<file path="src/rtl/cog_ctr_regif_if.sv">
// Bus between the cog writeback/operand-fetch logic and the counter register stage.
interface cog_ctr_regif_if;
    logic        ena;
    logic        wr;
    logic [8:0]  wr_addr;
    logic [31:0] wr_data;
    logic        rd;
    logic [8:0]  rd_addr;
    logic [32:0] phsa;
    logic [32:0] phsb;
    logic        setctra;
    logic        setfrqa;
    logic        setphsa;
    logic        setctrb;
    logic        setfrqb;
    logic        setphsb;
    logic [31:0] data;
    logic        rd_hit;
    logic [31:0] rd_data;
    logic        rd_carry;

    modport master (
        output ena, wr, wr_addr, wr_data, rd, rd_addr, phsa, phsb,
        input  setctra, setfrqa, setphsa, setctrb, setfrqb, setphsb,
        input  data, rd_hit, rd_data, rd_carry
    );

    modport slave (
        input  ena, wr, wr_addr, wr_data, rd, rd_addr, phsa, phsb,
        output setctra, setfrqa, setphsa, setctrb, setfrqb, setphsb,
        output data, rd_hit, rd_data, rd_carry
    );
endinterface

</file>
<file path="src/rtl/cog_ctr_regif.sv">
// Counter special-register interface: stages writeback writes into per-counter
// set strobes, keeps CTR/FRQ shadows for operand readback, and offers a
// PHSA/PHSB pair snapshot so a PHSA-then-PHSB read sequence is coherent.
module cog_ctr_regif #(
    parameter int         SNAP_WIN  = 4,
    parameter logic [8:0] ADDR_BASE = 9'h1F8
) (
    input  logic              clk_cog,
    input  logic              res,
    cog_ctr_regif_if.slave    bus
);

    // Register offsets from ADDR_BASE; also the strobe bit positions.
    localparam logic [2:0] R_CTRA = 3'd0;
    localparam logic [2:0] R_CTRB = 3'd1;
    localparam logic [2:0] R_FRQA = 3'd2;
    localparam logic [2:0] R_FRQB = 3'd3;
    localparam logic [2:0] R_PHSA = 3'd4;
    localparam logic [2:0] R_PHSB = 3'd5;

    localparam logic [3:0] WIN_LOAD = 4'(SNAP_WIN);

    // Returns {hit, offset}; hit only for the six counter registers.
    function automatic logic [3:0] decode(input logic [8:0] a);
        logic [8:0] off;
        off = a - ADDR_BASE;
        if (off < 9'd6) return {1'b1, off[2:0]};
        return 4'b0000;
    endfunction

    logic        stg_v_q,   stg_v_d;
    logic [2:0]  stg_idx_q, stg_idx_d;
    logic [31:0] data_q,    data_d;
    logic [31:0] ctra_q,    ctra_d;
    logic [31:0] ctrb_q,    ctrb_d;
    logic [31:0] frqa_q,    frqa_d;
    logic [31:0] frqb_q,    frqb_d;
    logic [32:0] snap_q,    snap_d;
    logic [3:0]  win_q,     win_d;

    logic [3:0]  wr_dec;
    logic [3:0]  rd_dec;
    logic        wr_acc;
    logic        stg_live;
    logic [5:0]  strb;

    assign wr_dec   = decode(bus.wr_addr);
    assign rd_dec   = decode(bus.rd_addr);
    // A stopped cog accepts no writes; stage contents are dropped and never strobed.
    assign wr_acc   = bus.ena & bus.wr & wr_dec[3];
    assign stg_live = stg_v_q & bus.ena;

    // One-hot strobe for the staged register, driven purely from state.
    always_comb begin
        strb = 6'b000000;
        if (stg_live) strb = 6'(6'b000001 << stg_idx_q);
    end

    assign bus.setctra = strb[R_CTRA];
    assign bus.setctrb = strb[R_CTRB];
    assign bus.setfrqa = strb[R_FRQA];
    assign bus.setfrqb = strb[R_FRQB];
    assign bus.setphsa = strb[R_PHSA];
    assign bus.setphsb = strb[R_PHSB];
    assign bus.data    = data_q;

    // Next-state: staging, shadows (committed with the strobe), snapshot window.
    always_comb begin
        stg_v_d   = wr_acc;
        stg_idx_d = wr_acc ? wr_dec[2:0] : stg_idx_q;
        data_d    = wr_acc ? bus.wr_data : data_q;

        ctra_d = strb[R_CTRA] ? data_q : ctra_q;
        ctrb_d = strb[R_CTRB] ? data_q : ctrb_q;
        frqa_d = strb[R_FRQA] ? data_q : frqa_q;
        frqb_d = strb[R_FRQB] ? data_q : frqb_q;
        // Counters clear CTR when the cog stops; mirror that. FRQ is kept.
        if (!bus.ena) begin
            ctra_d = 32'h0;
            ctrb_d = 32'h0;
        end

        snap_d = snap_q;
        win_d  = win_q;
        if (!bus.ena) begin
            win_d = 4'd0;
        end else if (bus.rd && rd_dec == {1'b1, R_PHSA}) begin
            snap_d = bus.phsb;
            win_d  = WIN_LOAD;
        end else if (wr_acc && wr_dec[2:0] == R_PHSB) begin
            win_d = 4'd0;
        end else if (bus.rd && rd_dec == {1'b1, R_PHSB} && win_q != 4'd0) begin
            win_d = 4'd0;
        end else if (win_q != 4'd0) begin
            win_d = win_q - 4'd1;
        end
    end

    // State register; reset overrides everything.
    always_ff @(posedge clk_cog) begin
        if (res) begin
            stg_v_q   <= 1'b0;
            stg_idx_q <= 3'd0;
            data_q    <= 32'h0;
            ctra_q    <= 32'h0;
            ctrb_q    <= 32'h0;
            frqa_q    <= 32'h0;
            frqb_q    <= 32'h0;
            snap_q    <= 33'h0;
            win_q     <= 4'd0;
        end else begin
            stg_v_q   <= stg_v_d;
            stg_idx_q <= stg_idx_d;
            data_q    <= data_d;
            ctra_q    <= ctra_d;
            ctrb_q    <= ctrb_d;
            frqa_q    <= frqa_d;
            frqb_q    <= frqb_d;
            snap_q    <= snap_d;
            win_q     <= win_d;
        end
    end

    // Operand readback: staged write bypass, then snapshot, then shadow/live value.
    always_comb begin
        bus.rd_hit   = rd_dec[3];
        bus.rd_data  = 32'h0;
        bus.rd_carry = 1'b0;
        if (rd_dec[3]) begin
            if (stg_live && stg_idx_q == rd_dec[2:0]) begin
                bus.rd_data = data_q;
            end else begin
                case (rd_dec[2:0])
                    R_CTRA: bus.rd_data = ctra_q;
                    R_CTRB: bus.rd_data = ctrb_q;
                    R_FRQA: bus.rd_data = frqa_q;
                    R_FRQB: bus.rd_data = frqb_q;
                    R_PHSA: begin
                        bus.rd_data  = bus.phsa[31:0];
                        bus.rd_carry = bus.phsa[32];
                    end
                    R_PHSB: begin
                        if (win_q != 4'd0) begin
                            bus.rd_data  = snap_q[31:0];
                            bus.rd_carry = snap_q[32];
                        end else begin
                            bus.rd_data  = bus.phsb[31:0];
                            bus.rd_carry = bus.phsb[32];
                        end
                    end
                    default: bus.rd_data = 32'h0;
                endcase
            end
        end
    end

endmodule

</file>
<file path="src/flat_wrapper.sv">
// flat-port wrapper written by rule: the top's interface ports become plain ports
module cog_ctr_regif_flat 
#(
    parameter int         SNAP_WIN  = 4,
    parameter logic [8:0] ADDR_BASE = 9'h1F8
)
  (clk_cog, res, bus_ena, bus_wr, bus_wr_addr, bus_wr_data, bus_rd, bus_rd_addr, bus_phsa, bus_phsb, bus_setctra, bus_setfrqa, bus_setphsa, bus_setctrb, bus_setfrqb, bus_setphsb, bus_data, bus_rd_hit, bus_rd_data, bus_rd_carry);
  cog_ctr_regif_if bus_i ();
  input  logic clk_cog;
  input  logic res;
  input wire logic [$bits(bus_i.ena)-1:0] bus_ena;
  input wire logic [$bits(bus_i.wr)-1:0] bus_wr;
  input wire logic [$bits(bus_i.wr_addr)-1:0] bus_wr_addr;
  input wire logic [$bits(bus_i.wr_data)-1:0] bus_wr_data;
  input wire logic [$bits(bus_i.rd)-1:0] bus_rd;
  input wire logic [$bits(bus_i.rd_addr)-1:0] bus_rd_addr;
  input wire logic [$bits(bus_i.phsa)-1:0] bus_phsa;
  input wire logic [$bits(bus_i.phsb)-1:0] bus_phsb;
  output wire logic [$bits(bus_i.setctra)-1:0] bus_setctra;
  output wire logic [$bits(bus_i.setfrqa)-1:0] bus_setfrqa;
  output wire logic [$bits(bus_i.setphsa)-1:0] bus_setphsa;
  output wire logic [$bits(bus_i.setctrb)-1:0] bus_setctrb;
  output wire logic [$bits(bus_i.setfrqb)-1:0] bus_setfrqb;
  output wire logic [$bits(bus_i.setphsb)-1:0] bus_setphsb;
  output wire logic [$bits(bus_i.data)-1:0] bus_data;
  output wire logic [$bits(bus_i.rd_hit)-1:0] bus_rd_hit;
  output wire logic [$bits(bus_i.rd_data)-1:0] bus_rd_data;
  output wire logic [$bits(bus_i.rd_carry)-1:0] bus_rd_carry;
  assign bus_i.ena = bus_ena;
  assign bus_i.wr = bus_wr;
  assign bus_i.wr_addr = bus_wr_addr;
  assign bus_i.wr_data = bus_wr_data;
  assign bus_i.rd = bus_rd;
  assign bus_i.rd_addr = bus_rd_addr;
  assign bus_i.phsa = bus_phsa;
  assign bus_i.phsb = bus_phsb;
  assign bus_setctra = bus_i.setctra;
  assign bus_setfrqa = bus_i.setfrqa;
  assign bus_setphsa = bus_i.setphsa;
  assign bus_setctrb = bus_i.setctrb;
  assign bus_setfrqb = bus_i.setfrqb;
  assign bus_setphsb = bus_i.setphsb;
  assign bus_data = bus_i.data;
  assign bus_rd_hit = bus_i.rd_hit;
  assign bus_rd_data = bus_i.rd_data;
  assign bus_rd_carry = bus_i.rd_carry;
  cog_ctr_regif #(.SNAP_WIN(SNAP_WIN), .ADDR_BASE(ADDR_BASE)) u_core (.clk_cog(clk_cog), .res(res), .bus(bus_i));
endmodule
</file>
<file path="config.mk">
export PLATFORM = sky130hd
export DESIGN_NAME = cog_ctr_regif_flat
export DESIGN_NICKNAME = d
export VERILOG_FILES = /design/src/rtl/cog_ctr_regif_if.sv /design/src/rtl/cog_ctr_regif.sv /design/src/flat_wrapper.sv
export SDC_FILE = /design/constraint.sdc
export NUM_CORES = 1
export LEC_CHECK = 0
export ABC_AREA = 1
export CORE_ASPECT_RATIO = 1.25
export CORE_UTILIZATION = 56
export DETAILED_ROUTE_END_ITERATION = 16
export GPL_TIMING_DRIVEN = 0
export HOLD_SLACK_MARGIN = 0.03
export PLACE_DENSITY = 0.85
export SYNTH_ARGS = -nofsm -noshare
export SYNTH_HDL_FRONTEND = slang
export SYNTH_SLANG_ARGS = --single-unit
</file>
<file path="constraint.sdc">
create_clock -name clk_cog -period 3.6 [get_ports clk_cog]
set_input_delay 0.72 -clock clk_cog [delete_from_list [all_inputs] [get_ports clk_cog]]
set_output_delay 0.72 -clock clk_cog [all_outputs]
set_load 0.05 [all_outputs]
</file>
==> summary.md <==
| Metric | Value |
|---|---|
| Placed inst area | `12,100 sq um` |
| WHS Path Cells | `2` |
| Starting Density | `0.5697` |
| Clock Skew | `13.35 ps` |
| Pin count of the biggest net entering global routing | `20` |
| Pwr/cell area | `414.7 nW/um^2` |
| Final #Nets | `1,832` |
| Vias | `11,270` |
| Final WL | `35.49 mm` |
| Sink Count | `201` |
| Die Y | `150.9 um` |
| Finish-stage setup viols | `0` |
| Post-Syn Area | `9931 sq um` |
| Crit. End Element | `output pin` |
| YS warnings | `0` |
| WL/cell | `18.22 um` |
| Post-synth top area share | `0.4052` |
| Syn avg cell area | `6.660 sq um` |
| Initial antenna violation count | `0` |
| R2R cell count | `8` |
| Hold Path End | `u_core.ctrb_q[5]` |
| Die W | `121.1 um` |
| DRT iter0 DRCs | `1,311` |
| Peak Freq | `286.4 MHz` |
| Total overflow reported by the global router | `0` |
| Clk root buf | `clkbuf_16` |
| Status | `completed` |
| R2r setup slk | `1440 ps` |
| Slew HR | `0.3270` |
| RSZ-0062 raised after global routing | `no` |
| CTS tree | `built` |
| Hold_buf cts | `0` |
| Hold_sp | `u_core.ctrb_q[5]` |
| DRT antenna net count | `0` |
| Post-synth cell types | `32` |
| Synth Instances | `1,491` |
| Synth Register Bits | `201` |
| Layout area overhead | `29.94%` |
| Layout cell share with drive strength beyond 1 | `0.09571` |
| Period minus WS final | `3492 ps` |
| Final worst path period share | `0.9700` |
| Max-Cap Viols | `0` |
| Worst r2r src | `u_core.stg_v_q` |
| Most area-consuming cells after synthesis | `dfxtp_1 41%, o21ai_0 9.4%, nor2_1 8.7%, nand3_1 8.4%, a21oi_1 7.9%` |
| DRC | `0` |
| Hold WC Path Type | `flip-flop to flip-flop` |
| Sequential area share after synthesis | `0.4052` |
| Aggregate global-route resource usage | `0.3813` |
| Die area | `18,270 sq um` |
| Least-Margin Pin Slew | `1009 ps` |
| CTS Buf Count | `20` |
| CTS clk-pin slew, worst paths | `60 ps` |
| Leakage | `5.206 nW` |
| Vias in the first global route | `10,320` |
| Worst skew pair latency | `510 ps` |
| Hold slack final | `498.1 ps` |
| Worst setup SP type | `flip-flop` |
| H-tree depth | `1` |
| Post-route cell area | `12,900 sq um` |
| Fillers | `1,475` |
| Worst Path Arrival | `2770 ps` |
| GP Congestion | `0.9388` |
| Post-synthesis async set-or-reset flop share | `0` |
| Global-route wire length before repair | `53.43 mm` |
| DR pass1 iterations | `6` |
| WP data required | `2880 ps` |
| Post-synth EDFFs | `0` |
| Core Area | `17,430 sq um` |
| CP Class | `flip-flop to output pin` |
| Diode count | `0` |
| IO buf count | `189` |
| Slew Viols, Final | `0` |
| Most common cell in the netlist | `nor2_1` |
| Design Power | `0.005351 W` |
| Syn_nets | `1,613` |
| Rows | `54` |
| Synth Flop Type | `dfxtp_1` |
| Peak supply drop | `0.3629 mV` |
| FF-to-FF End | `u_core.ctra_q[23]` |
| Cell accounting for the most synthesized area | `dfxtp_1` |
| Via density | `5.783` |
| Final Hold Vio Count | `0` |
| HPWL after DPL | `24.95 mm` |
| I/O pin cnt | `193` |
| Most instantiated cells after synthesis | `230 x nor2_1, 201 x dfxtp_1, 187 x o21ai_0` |
| Max clock buf depth | `3` |
| CP max FO | `10` |
-- cells in the final DEF, fill, tap and decap left out, types with 8 or more instances in the layout --
master and count:
a211oi_1 10, a21oi_1 156, buf_2 25, buf_4 25
buf_6 12, clkbuf_1 60, clkbuf_16 22, clkbuf_2 11
clkbuf_4 11, clkdlybuf4s50_1 145, clkinv_1 13, clkinv_2 8
dfxtp_1 201, inv_1 157, nand2_1 179, nand3_1 166
nand4_1 11, nor2_1 226, o21ai_0 186, o21ai_1 31
-- logic make-up after synthesis --
family | after synthesis | share of synthesized area
compound gates | 384 | 0.1968
xor+xnor | 3 | 0.002646
fa+ha+maj | 1 | 0.001260
buf+inv | 283 | 0.1186
flops | 201 | 0.4052
mux | 2 | 0.002142
simple gates | 617 | 0.2734
-- per-stage QoR --
step / utilization / setup TNS [ps] / worst slack [ps] / cells
global route: 0.7402 / 0 / 27.51 / 1948
floorplan: - / 0 / 137.8 / 1491
CTS: 0.7303 / -1.081 / -1.081 / 1943
detailed placement: 0.6943 / -25670 / -863.4 / 1904
finish: 0.7402 / 0 / 108.0 / 1948
global placement: 0.6943 / -25170 / -849.3 / 1904
-- area by class of cell --
type,count,area [sq um],share of cell area
plain buffers,106,561.8,0.04354
flip-flops and latches,201,4024,0.3118
clock buffers,27,578.1,0.04480
repair buffers,200,1953,0.1514
clock inverters,9,70.07,0.005430
well taps,224,280.3,0.02172
inverters,173,649.4,0.05032
multi-input cells,1008,4787,0.3710
-- sequential cells by signal, indices dropped and copies added, names as in the netlist --
register          count
u_core.stg_v_q        1
u_core.frqb_q        32
u_core.frqa_q        32
u_core.bus.data      32
u_core.ctra_q        32
u_core.win_q          4
u_core.stg_idx_q      3
u_core.snap_q        33
u_core.ctrb_q        32
-- metal layers --
layer | vias up | GRT usage | routed length (um) | share of wire
met5 | - | 0 | 0 | 0
met1 | 5178 | 0.4668 | 13290 | 0.37
met2 | 660 | 0.6237 | 16740 | 0.47
li1 | 5288 | - | - | -
met4 | 0 | 0.2630 | 2391 | 0.067
met3 | 140 | 0.04819 | 3070 | 0.087
-- worst max-delay path, stage by stage, from the launching register on --
cell,delay (ps)
dfxtp_1,340
inv_1,60
ha_1,210
nand3_1,250
clkbuf_2,310
nand2_1,90
o21ai_0,90
nand2_1,220
nand3_1,150
nor2_1,50
nor2_1,90
clkdlybuf4s15_2,380
-- where the power goes --
part	internal, W	switching (W)	total, W
logic	0.000330	0.000658	0.000987
clock network	0.00120	0.000913	0.00211
registers	0.00224	0.00000882	0.00225
-- worst max-delay path by stage --
stage | slack, ps | endpoint | cells after the start | from
3_3_place_gp | -850 | bus_rd_data[21] | 11 | bus_rd_addr[5]
4_1_cts | -1 | bus_rd_data[21] | 14 | bus_rd_addr[8]
6_report | 110 | bus_rd_data[0] | 11 | u_core.win_q[0]
5_1_grt | 30 | bus_setctrb | 8 | bus_ena
2_1_floorplan | 140 | bus_rd_data[22] | 9 | bus_rd_addr[2]
3_5_place_dp | -860 | bus_rd_data[21] | 11 | bus_rd_addr[5]
-- what timing repair did --
item	4_1_cts	5_1_grt
gates cloned	1	1
resized for setup	194	60
setup endpoints to repair	38	37
setup buffers	5	5
pin swaps	2	11
Note: power is estimated with default switching activity, not from simulation.
